### config.mk
export PLATFORM = sky130hd
export DESIGN_NAME = count_seq_ctrl
export DESIGN_NICKNAME = d
export VERILOG_FILES = /design/src/rtl/count_seq_ctrl.sv
export SDC_FILE = /design/constraint.sdc
export NUM_CORES = 1
export LEC_CHECK = 0
export CAP_MARGIN = 5
export CORE_AREA = 2 2 94 96
export DETAILED_ROUTE_END_ITERATION = 12
export DIE_AREA = 0 0 96 98
export GPL_TIMING_DRIVEN = 0
export PLACE_DENSITY = 0.8
export SYNTH_ARGS = -nofsm -noshare
export SYNTH_HDL_FRONTEND = slang
export SYNTH_SLANG_ARGS = --single-unit
### constraint.sdc
create_clock -name clk -period 3 [get_ports clk]
set_input_delay 0.75 -clock clk [delete_from_list [all_inputs] [get_ports clk]]
set_output_delay 0.75 -clock clk [all_outputs]
set_load 0.03 [all_outputs]
### src/rtl/count_seq_ctrl.sv
// RUN/STOP sequencer for the 0..99 up/down counter with an internal step prescaler
// and a small circular record store browsed by the view button.
module count_seq_ctrl #(
   parameter int UPPER    = 99,
   parameter int LOWER    = 0,
   parameter int TICK_DIV = 33554432,
   parameter int DEPTH    = 4
) (
   input  logic       clk,
   input  logic       reset,
   input  logic       en_pulse,
   input  logic       dir_pulse,
   input  logic       rec_pulse,
   input  logic       view_pulse,
   output logic [7:0] value,
   output logic       dir,
   output logic       running,
   output logic       tick,
   output logic       max,
   output logic       min,
   output logic [7:0] rec_value,
   output logic [1:0] rec_idx,
   output logic [2:0] rec_count,
   output logic       full
);
   localparam int PW = $clog2(TICK_DIV);
   localparam int AW = $clog2(DEPTH);
   localparam int CW = $clog2(DEPTH + 1);

   typedef enum logic {STOP, RUN} state_t;
   state_t state_q, state_d;

   logic [PW-1:0] presc;
   logic [AW-1:0] wr_ptr, idx, idx_d, rd_ptr;
   logic [CW-1:0] cnt;
   logic [7:0]    mem [DEPTH];

   always_ff @(posedge clk or posedge reset) begin
      if (reset) state_q <= STOP;
      else       state_q <= state_d;
   end

   always_comb begin
      state_d = state_q;
      if (en_pulse) state_d = (state_q == STOP) ? RUN : STOP;
   end

   // tick is suppressed when en_pulse lands on the wrap cycle, so it never shows in STOP
   always_ff @(posedge clk or posedge reset) begin
      if (reset) begin
         presc <= '0;
         tick  <= 1'b0;
         dir   <= 1'b1;
         value <= 8'(LOWER);
      end else begin
         if (en_pulse)
            presc <= '0;
         else if (state_q == RUN)
            presc <= (presc == PW'(TICK_DIV - 1)) ? '0 : presc + PW'(1);
         tick <= (state_q == RUN) && !en_pulse && (presc == PW'(TICK_DIV - 1));
         if (dir_pulse) dir <= ~dir;
         if (tick) begin
            if (dir) value <= (value == 8'(UPPER)) ? value : value + 8'd1;
            else     value <= (value == 8'(LOWER)) ? value : value - 8'd1;
         end
      end
   end

   always_comb begin
      idx_d = idx;
      if (rec_pulse)
         idx_d = '0;
      else if (view_pulse && cnt != '0)
         idx_d = (CW'(idx) + CW'(1) == cnt) ? '0 : idx + AW'(1);
   end

   // read pointer uses the post-write pointer so a record shows up on the next cycle
   assign rd_ptr = (rec_pulse ? wr_ptr + AW'(1) : wr_ptr) - AW'(1) - idx_d;

   always_ff @(posedge clk or posedge reset) begin
      if (reset) begin
         wr_ptr    <= '0;
         cnt       <= '0;
         idx       <= '0;
         rec_value <= 8'd0;
         for (int i = 0; i < DEPTH; i++) mem[i] <= 8'd0;
      end else begin
         idx <= idx_d;
         if (rec_pulse) begin
            mem[wr_ptr] <= value;
            wr_ptr      <= wr_ptr + AW'(1);
            if (cnt != CW'(DEPTH)) cnt <= cnt + CW'(1);
            rec_value   <= value;
         end else begin
            rec_value <= (cnt == '0) ? 8'd0 : mem[rd_ptr];
         end
      end
   end

   assign running   = (state_q == RUN);
   assign max       = (value == 8'(UPPER)) && dir;
   assign min       = (value == 8'(LOWER)) && !dir;
   assign rec_idx   = 2'(idx);
   assign rec_count = 3'(cnt);
   assign full      = (cnt == CW'(DEPTH));
endmodule

; ---- After elaboration in Yosys (flattened, before gate mapping)
; Index checks and enable logic that the tools add are counted.
[word_totals]
wordCells = 68
output_inout_bits = 27
regBits = 83
input_bits = 6
[op_classes]
n_lt_le_gt_ge = 3
reduce_logical = 14
addsub = 9
n_bitwise = 3
n_eq_ne = 7
mux = 19
[ops]
columns = cell, n
row1 = 25-bit 2-to-1 mux, 3
row2 = 8-bit 2-to-1 mux, 8
row3 = 32-bit bitwise mux, 1
row4 = "25-bit by 1-bit adder with 25-bit output, second input constant", 1
row5 = "25-bit == test, second input constant", 1
row6 = 8-bit binary-select mux with 2-bit select, 1
row7 = 8-bit demux with 2-bit select, 1
row8 = "8-bit by 1-bit adder with 8-bit output, second input constant", 1
row9 = "8-bit by 7-bit == test with 1-bit output, second input constant", 1
row10 = 8-bit zero test, 1
row11 = 2-bit 2-to-1 mux, 4
row12 = "8-bit by 1-bit subtractor with 8-bit output, second input constant", 1
row13 = "3-bit >= comparator, second input constant", 2
row14 = 1-bit logical AND, 6
row15 = 2-bit inverter with 3-bit output, 2
row16 = "2-bit by 1-bit adder with 2-bit output, second input constant", 2
row17 = "2-bit inequality test, second input constant", 2
row18 = "2-bit by 1-bit adder with 3-bit output, second input constant", 1
row19 = "3-bit by 1-bit adder with 3-bit output, second input constant", 1
row20 = 3-bit == test, 1
row21 = "3-bit == test, second input constant", 1
row22 = 3-bit zero test, 1
row23 = "3-bit by 1-bit less-than comparator with 1-bit output, second input constant", 1
row24 = "3-bit inequality test, second input constant", 1
row25 = 9 further kinds, 10

; ---- Depth between registers and ports, before layout
; Gate-level depths: netlist of the first run.
[logic_depth]
ltp_word = 12
ltp_mapped = 14
mapped_depth_nobuf = 13

; ---- Worst setup path before layout of the first run
; No wires, ideal clock.
[synth_timing]
kind = register -> register
start = register cnt[0] (netlist: rec_count[0])
end = register rec_value[3]
t_arrival_ps = 2879
path_stages_with_launch = 15
synth_period_minus_slack_ps = 3000
path_slack_ps = 0
required_ps = 2879
setup_ps = 121
path_buffers = 2
cell_sequence = dfrtp_1 -> inv_1 -> ha_1 -> nand2b_1 -> nand2_1 -> a311oi_1 -> a21oi_1 -> nor2_1 -> inv_1 -> ha_1 -> clkbuf_1 -> clkbuf_1 -> mux2i_1 -> mux2i_1 -> a22o_1
[synth_between]
elab_chain_len = 11
elab_cells_between_ends = 14
cone_classes = add/sub (1) / eq/ne (1) / mux (8) / bitwise (1) / reduce/logical (3)
[synth_rtl]
columns = item, line_no
row1 = start: declaration, 35  ; logic [CW-1:0] cnt;
row2 = start signal: assignment, 92  ; if (cnt != CW'(DEPTH)) cnt <= cnt + CW'(1);
row3 = 3-bit == test / 3-bit nonzero test (equally long branches), "74, 73"
row4 = 2-bit 2-to-1 mux / 1-bit logical AND (equally long branches), "74, 73"
row5 = 2-bit 2-to-1 mux *, 73  ; else if (view_pulse && cnt != '0)
row6 = 2-bit 2-to-1 mux *, 71  ; if (rec_pulse)
row7 = net idx_d[0], 34  ; logic [AW-1:0] wr_ptr, idx, idx_d, rd_ptr;
row8 = 2-bit subtractor *, 78  ; assign rd_ptr = (rec_pulse ? wr_ptr + AW'(1) : wr_ptr) - AW'(1) - idx_d;
row9 = 2-bit inverter with 3-bit output (implied by the code) *, 95  ; rec_value <= (cnt == '0) ? 8'd0 : mem[rd_ptr];
row10 = 8-bit binary-select mux with 2-bit select *, 95
row11 = 8-bit 2-to-1 mux (implied by the code) * (2 in series), 95
row12 = 8-bit 2-to-1 mux *, 95
row13 = 8-bit 2-to-1 mux *, 89  ; if (rec_pulse) begin
row14 = end signal: assignment, 93  ; rec_value <= value;
row15 = end signal: assignment, 95
row16 = end: declaration, 21  ; output logic [7:0] rec_value,
; The timed path passes the listed nets; every way through them passes the cells marked *. The select of a mux whose other input is x is not followed.
; A chain may end at the register's enable or synchronous reset.

; ---- Final worst setup path of the first run
[layout_timing]
start = input port rec_pulse
end = register rec_value[1]
[layout_between]
elab_chain_len = 9
elab_cells_between_ends = 10
cone_classes = add/sub (2) / mux (7) / bitwise (1)
[layout_rtl]
columns = item, line_no
row1 = start: declaration, 13  ; input logic rec_pulse,
row2 = 2-bit 2-to-1 mux, 78
row3 = 2-bit by 1-bit subtractor with 2-bit output, 78
row4 = 2-bit subtractor, 78
row5 = 2-bit inverter with 3-bit output (implied by the code), 95
row6 = 8-bit binary-select mux with 2-bit select, 95
row7 = 8-bit 2-to-1 mux (implied by the code) (2 in series), 95
row8 = 8-bit 2-to-1 mux, 95
row9 = 8-bit 2-to-1 mux *, 89
; Every way passes the cells marked *; elsewhere a longest branch is shown, timed or not. The select of a mux whose other input is x is not followed.

==> results.md, run 1 <==
- Status: complete, no violations
- Post-DP HPWL: 5.94 mm
- Initial DRT Pass Iterations: 6
- Initial Util: 51.1%
- Crit path capture type: flip-flop
- H-tree depth: 3
- Seq/Total Area, Yosys: 48.0%
- Clock Skew: 14.3 ps
- Synth async-reset ratio: 100%
- Cell area after synthesis: 0.00433 mm^2
- Post-Route Utilization: 59.7%
- Setup violations, final: 0
- GR Overflow Total: 0
- Critical Path Fanout Max: 10
- Final Slew Violations: 0
- Via count: 3,137
- Critical Path RT: 3260 ps
- # hold bufs at CTS: 0
- WP data arrival: 3100 ps
- Clock sinks: 83
- First-pass GRT wire length: 14.9 mm
- Core box area: 0.00847 mm^2
- Clock transition at path regs: 90 ps
- Max-cap violations: 0
- Critical path startpoint category: input port
- WS Path Type: in2reg
- Inst Count DP: 540
- Initial DRC Count: 147
- Peak supply drop: 0.371 mV
- Cell Rows: 34
- Final WL: 8.65 mm
- Die width: 96 um
- Pin count of the biggest net entering global routing: 64
- Global Route Usage Sum: 20.2%
- Min-Delay Path Class: reg2reg
- Die H: 98 um
- Leak Pwr: 2.37 nW
- Number of global-route vias before repair: 3,132
- Fin crit share: 94.8%
- Die Area: 0.00941 mm^2
- Clock Latency Late Sink: 360 ps
- CTS tree: done
- Antenna violations before repair: 0
- Routed Antenna Nets: 0
- Synth Register Bits: 83
- Via density: 5.64
- WL/cell: 15.6 um
- Syn nets: 422
- Slew @ Worst Pin: 525 ps
- Mean Syn Cell Area: 10.8 um^2
- RePlAce Congestion: 0.804
- Post-synth EDFFs: 0
- Layout area overhead: 16.7%
- PwrDens: 771 mW/mm^2
- Slew headroom: 65.0%
- Yosys warns: 0
- Synth Flop Type: dfrtp_1
- F_max: 351 MHz
- Tmin final: 2850 ps
- Worst-case clock buffer depth: 2
- # diodes: 0
- Nets: 465
- Port buffer count: 31
- I/O Pins: 33
- Post-Synthesis Cells: 400
- Yosys cell types: 48
- DRC violations left: 0
- Post-Layout Cell Count: 556
- Final Hold Viols: 0
- Share of cells above drive strength 1: 17.9%
- Root buf cell: clkbuf_8
- Hold Worst Slack: 511 ps
- CTS buffer count: 9
==> per-layer routing <==
layer | up-vias | GRT usage (%) | wire length, um
met3 | 10 | 5.09 | 350
met4 | 0 | 5.49 | 80
met2 | 67 | 34.1 | 4440
li1 | 1498 | - | -
met1 | 1562 | 25.7 | 3790
met5 | - | 0 | 0
==> cell usage after synthesis (11+ instances only) <==
master / n / area (um^2)
o21ai_0: 16 / 80.1
a31oi_1: 12 / 75.1
ha_1: 15 / 188
inv_1: 21 / 78.8
mux2_2: 36 / 405
nand2_1: 23 / 86.3
nor2_1: 36 / 135
dfrtp_1: 82 / 2050
a21oi_1: 21 / 105
mux2i_1: 16 / 160
xor2_1: 11 / 96.3
xnor2_1: 13 / 114
==> flip-flops by register name (all words and copies together), names as in the netlist <==
name and cells:
dir 1, mem 32, presc 25, rec_count 3, rec_idx 2, rec_value 8
running 1, tick 1, value 8, wr_ptr 2
==> worst paths after layout <==
check | slack (ps) | from | cells after the start | endpoint
max | 150 | rec_pulse | 10 | rec_value[1]$_DFF_PP0_
min reg2reg | 510 | mem[21]$_DFFE_PP0P_ | 1 | mem[21]$_DFFE_PP0P_
max reg2reg | 190 | rec_count[0]$_DFFE_PP0P_ | 14 | rec_value[1]$_DFF_PP0_
min | 510 | mem[21]$_DFFE_PP0P_ | 1 | mem[21]$_DFFE_PP0P_
min in group asynchronous | 680 | reset | 2 | rec_count[2]$_DFFE_PP0P_
max in group asynchronous | 1680 | reset | 3 | dir$_DFFE_PP1P_
==> cells by family (layout without fill, tap and decap cells) <==
| kind of cell | Yosys count | in the layout | share of synthesized area [%] |
|---|---|---|---|
| simple gates | 118 | 118 | 15.0 |
| flops | 83 | 83 | 48.0 |
| compound gates | 68 | 68 | 9.86 |
| mux | 53 | 53 | 13.4 |
| buf+inv | 37 | 85 | 3.50 |
| xor+xnor | 25 | 25 | 5.49 |
| fa+ha+maj | 16 | 16 | 4.80 |
==> cell type report <==
type                       count  area (um^2)
buffer                        15         78.8
clock buffer                  10          138
clock inverter                 6         70.1
fill                         702         3410
inverter                      21         81.3
multi-input combinational    280         2130
sequential                    83         2080
tap                          108          135
timing repair buffer          33          343
==> placed cells by master, fill, tap and decap left out, types with 2 or more instances in the layout <==
cell type         n
xnor2_1          12
nand4_2           3
a21oi_1          21
mux2i_1          16
dlygate4sd2_1     2
nand4_1           3
nand3b_1          2
xor2_1           10
inv_1            20
nor4_1            4
ha_1             14
nor3_2            2
dfrtp_1          82
and4_1            3
a22o_1            8
a31oi_1          12
o21ai_0          16
nor2b_1           2
a311oi_1          2
clkbuf_1          6
clkbuf_8         10
and2_1            2
buf_2             4
or3_1             6
nand3_1           6
buf_4             2
clkbuf_2          2
nor3_1            4
mux2_2           36
clkdlybuf4s50_1  29
and3_1            8
inv_6             3
nand2b_1          3
nand2_1          23
nor3b_1           5
a21o_1            4
nor2_1           36
==> repair_timing <==
action | in CTS | in global routing
buffers inserted | 1 | 0
endpoints found under the setup margin | 10 | 8
pin swaps | 1 | 0
gates resized for setup | 7 | 8
==> worst max-delay path, cell delays in order <==
cell	delay, ps
clkdlybuf4s50_1	500
clkbuf_2	260
buf_2	300
xor2_2	250
ha_4	180
xnor2_2	150
xnor2_4	160
clkbuf_4	240
a31oi_1	110
a22o_1	200
==> where the power goes <==
part	switching, mW	total (mW)	internal (mW)
clock	0.427	0.843	0.416
combinational	0.991	1.75	0.758
sequential	0.0889	1.30	1.21
==> per-stage QoR <==
stage          worst slack [ps]  TNS [ps]  power (mW)  instance area (um^2)
2_1_floorplan             0.312         0        2.53                  4330
4_1_cts                    41.0         0        3.86                  5030
6_report                    155         0        3.89                  5050
5_1_grt                   -13.4     -14.7        4.13                  5050
3_5_place_dp              -1170     -8430        2.96                  4800
3_3_place_gp              -1150   -102380        2.91                  4770
Note: power is estimated with default switching activity, not from simulation.
==> run 2: changes to the inputs <==
CORE_AREA = 2 2 91 93   (was 2 2 94 96)
DIE_AREA = 0 0 93 95   (was 0 0 96 98)
DONT_BUFFER_PORTS = 1   (was unset)
GPL_TIMING_DRIVEN = unset   (was 0)
PLACE_DENSITY = 0.78   (was 0.8)
==> run 2 against run 1 <==
  * Design area down 6.1%
  * Critical endpoint is now max
  * Utilization up 0.18 points
  * Non-clock buffer count down 34
  * Largest cell class unchanged
  * Critical path type is now reg2out
  * Via count fell by 4.3%
  * Wire length down 2.5%
  * Maximum frequency grew 4.4%
==> results.md, run 2 (synthesized netlist as in run 1, its figures left out) <==
- Status: complete, no violations
- WP data arrival: 1980 ps
- RSZ-0062 raised after global routing: false
- Core box area: 0.00793 mm^2
- Critical path startpoint category: flip-flop
- Setup violations, final: 0
- Final Hold Viols: 0
- CP Buf/Inv Count: 1
- Root buf cell: clkbuf_8
- Die width: 93 um
- Final TNS setup: 0 ps
- WL/cell: 16.3 um
- H-tree depth: 3
- Min-Delay Path Class: in2async
- Pin count of the biggest net entering global routing: 48
- Via count: 3,002
- WS Path Type: reg2out
- Clock Latency Late Sink: 370 ps
- Peak supply drop: 0.503 mV
- Design Power: 3.76 mW
- # diodes: 0
- CTS tree: done
- Post-CTS setup buffers: 0
- GR Overflow Total: 0
- Inst Count DP: 503
- Slew headroom: 55.3%
- Leak Pwr: 2.27 nW
- Clock transition at path regs: 90 ps
- Via density: 5.78
- Slew @ Worst Pin: 671 ps
- Hold Worst Slack: 323 ps
- Clock Skew: 11.5 ps
- Routed Antenna Nets: 0
- Reg power frac: 35.5%
- Post-Layout Cell Count: 519
- Crit path cell chain: or4_1 -> nor2_1 -> buf_4
- Fin crit share: 90.9%
- Post-DP HPWL: 5.68 mm
- Initial Util: 54.6%
- Final Slew Violations: 0
- Antenna violations before repair: 0
- PwrDens: 792 mW/mm^2
- Die Area: 0.00884 mm^2
- Initial DRC Count: 144
- Filler instances: 658
- Max-cap violations: 0
- Internal power: 2.31 mW
- Largest delay share family, worst path: simple AND/OR/NAND/NOR gates
- FF/Latch Area: 0.00208 mm^2
- Final WL: 8.44 mm
- F_max: 367 MHz
- Multi-input logic area: 0.00211 mm^2
- Switching power: 1.44 mW
- Cell Rows: 33
- CTS buffer count: 9
- Most frequent cells in the layout: dfrtp_1, mux2_2, nor2_1
- Share of cells above drive strength 1: 19.6%
- Global Route Usage Sum: 20.8%
- Most flops, register: mem
- Port buffer count: 0
- Layout area overhead: 9.60%
- Number of global-route vias before repair: 3,085
- DRC violations left: 0
- Tmin final: 2730 ps
- Most common cell after layout, fill and taps aside: dfrtp_1
- Initial DRT Pass Iterations: 4
- Die H: 95 um
- Crit path capture type: primary output
- Critical Path RT: 2250 ps
- Sw Ratio: 38.4%
- Comb power frac: 39.8%
- CP peak stage delay: 670 ps
- RePlAce Congestion: 0.754
- Critical Path Slowest Stage Cell: or4_1
- Worst-case clock buffer depth: 2
- Clock sinks: 83
- I/O Pins: 33
- Max FFs per register: 32
- Nets: 431
- Clock power share: 24.7%
- Top Registers: mem (32), presc (25)
- First-pass GRT wire length: 14.3 mm
- Critical Path Fanout Max: 9
## run 2: final timing paths
check | startpoint | endpoint | slack, ps | cells past startpoint
max reg2reg | rec_count[0]$_DFFE_PP0P_ | rec_value[5]$_DFF_PP0_ | 280 | 14
min in group clk | dir_pulse | dir$_DFFE_PP1P_ | 420 | 1
min reg2reg | mem[30]$_DFFE_PP0P_ | mem[30]$_DFFE_PP0P_ | 510 | 1
min | reset | presc[4]$_DFFE_PP0P_ | 320 | 1
max in group asynchronous | reset | value[7]$_DFFE_PP0P_ | 2030 | 2
max | value[3]$_DFFE_PP0P_ | max | 270 | 3
## run 2: power groups by stage
stage / clock network (mW) / registers (mW) / logic, mW
final: 0.927 / 1.33 / 1.50
after global routing: 0.997 / 1.35 / 1.66
after CTS: 0.948 / 1.33 / 1.50
after detailed placement: 0 / 1.35 / 1.49
after global placement: 0 / 1.35 / 1.42
after floorplan: 0 / 1.42 / 1.11
## run 2: repair_timing
item,4_1_cts,5_1_grt
endpoints found under the setup margin,0,8
hold endpoints to repair,0,0
hold buffers,0,0
resized for setup,0,1
## run 2: stage by stage
stage               setup WS, ps  cell area [um^2]  utilization (%)
detailed placement           213              4510             56.8
finish                       274              4740             59.8
global route                5.84              4740             59.8
floorplan                  0.312              4330                -
CTS                          185              4740             59.8
global placement             328              4510             56.8
## run 2: metal layers
metal,track usage [%],routed length (um),part of all wire [%]
met4,8.46,138,1.6
met1,27.0,3910,46
met3,5.19,328,3.9
met5,0,0,0
met2,33.8,4060,48
## run 2: cell type report
| cell class | count | share of cell area [%] |
|---|---|---|
| clock inverters | 7 | 2.24 |
| clock buffers | 9 | 2.61 |
| multi-input cells | 280 | 44.4 |
| well taps | 105 | 2.77 |
| inverters | 21 | 1.69 |
| flip-flops and latches | 83 | 43.8 |
| repair buffers | 14 | 2.48 |
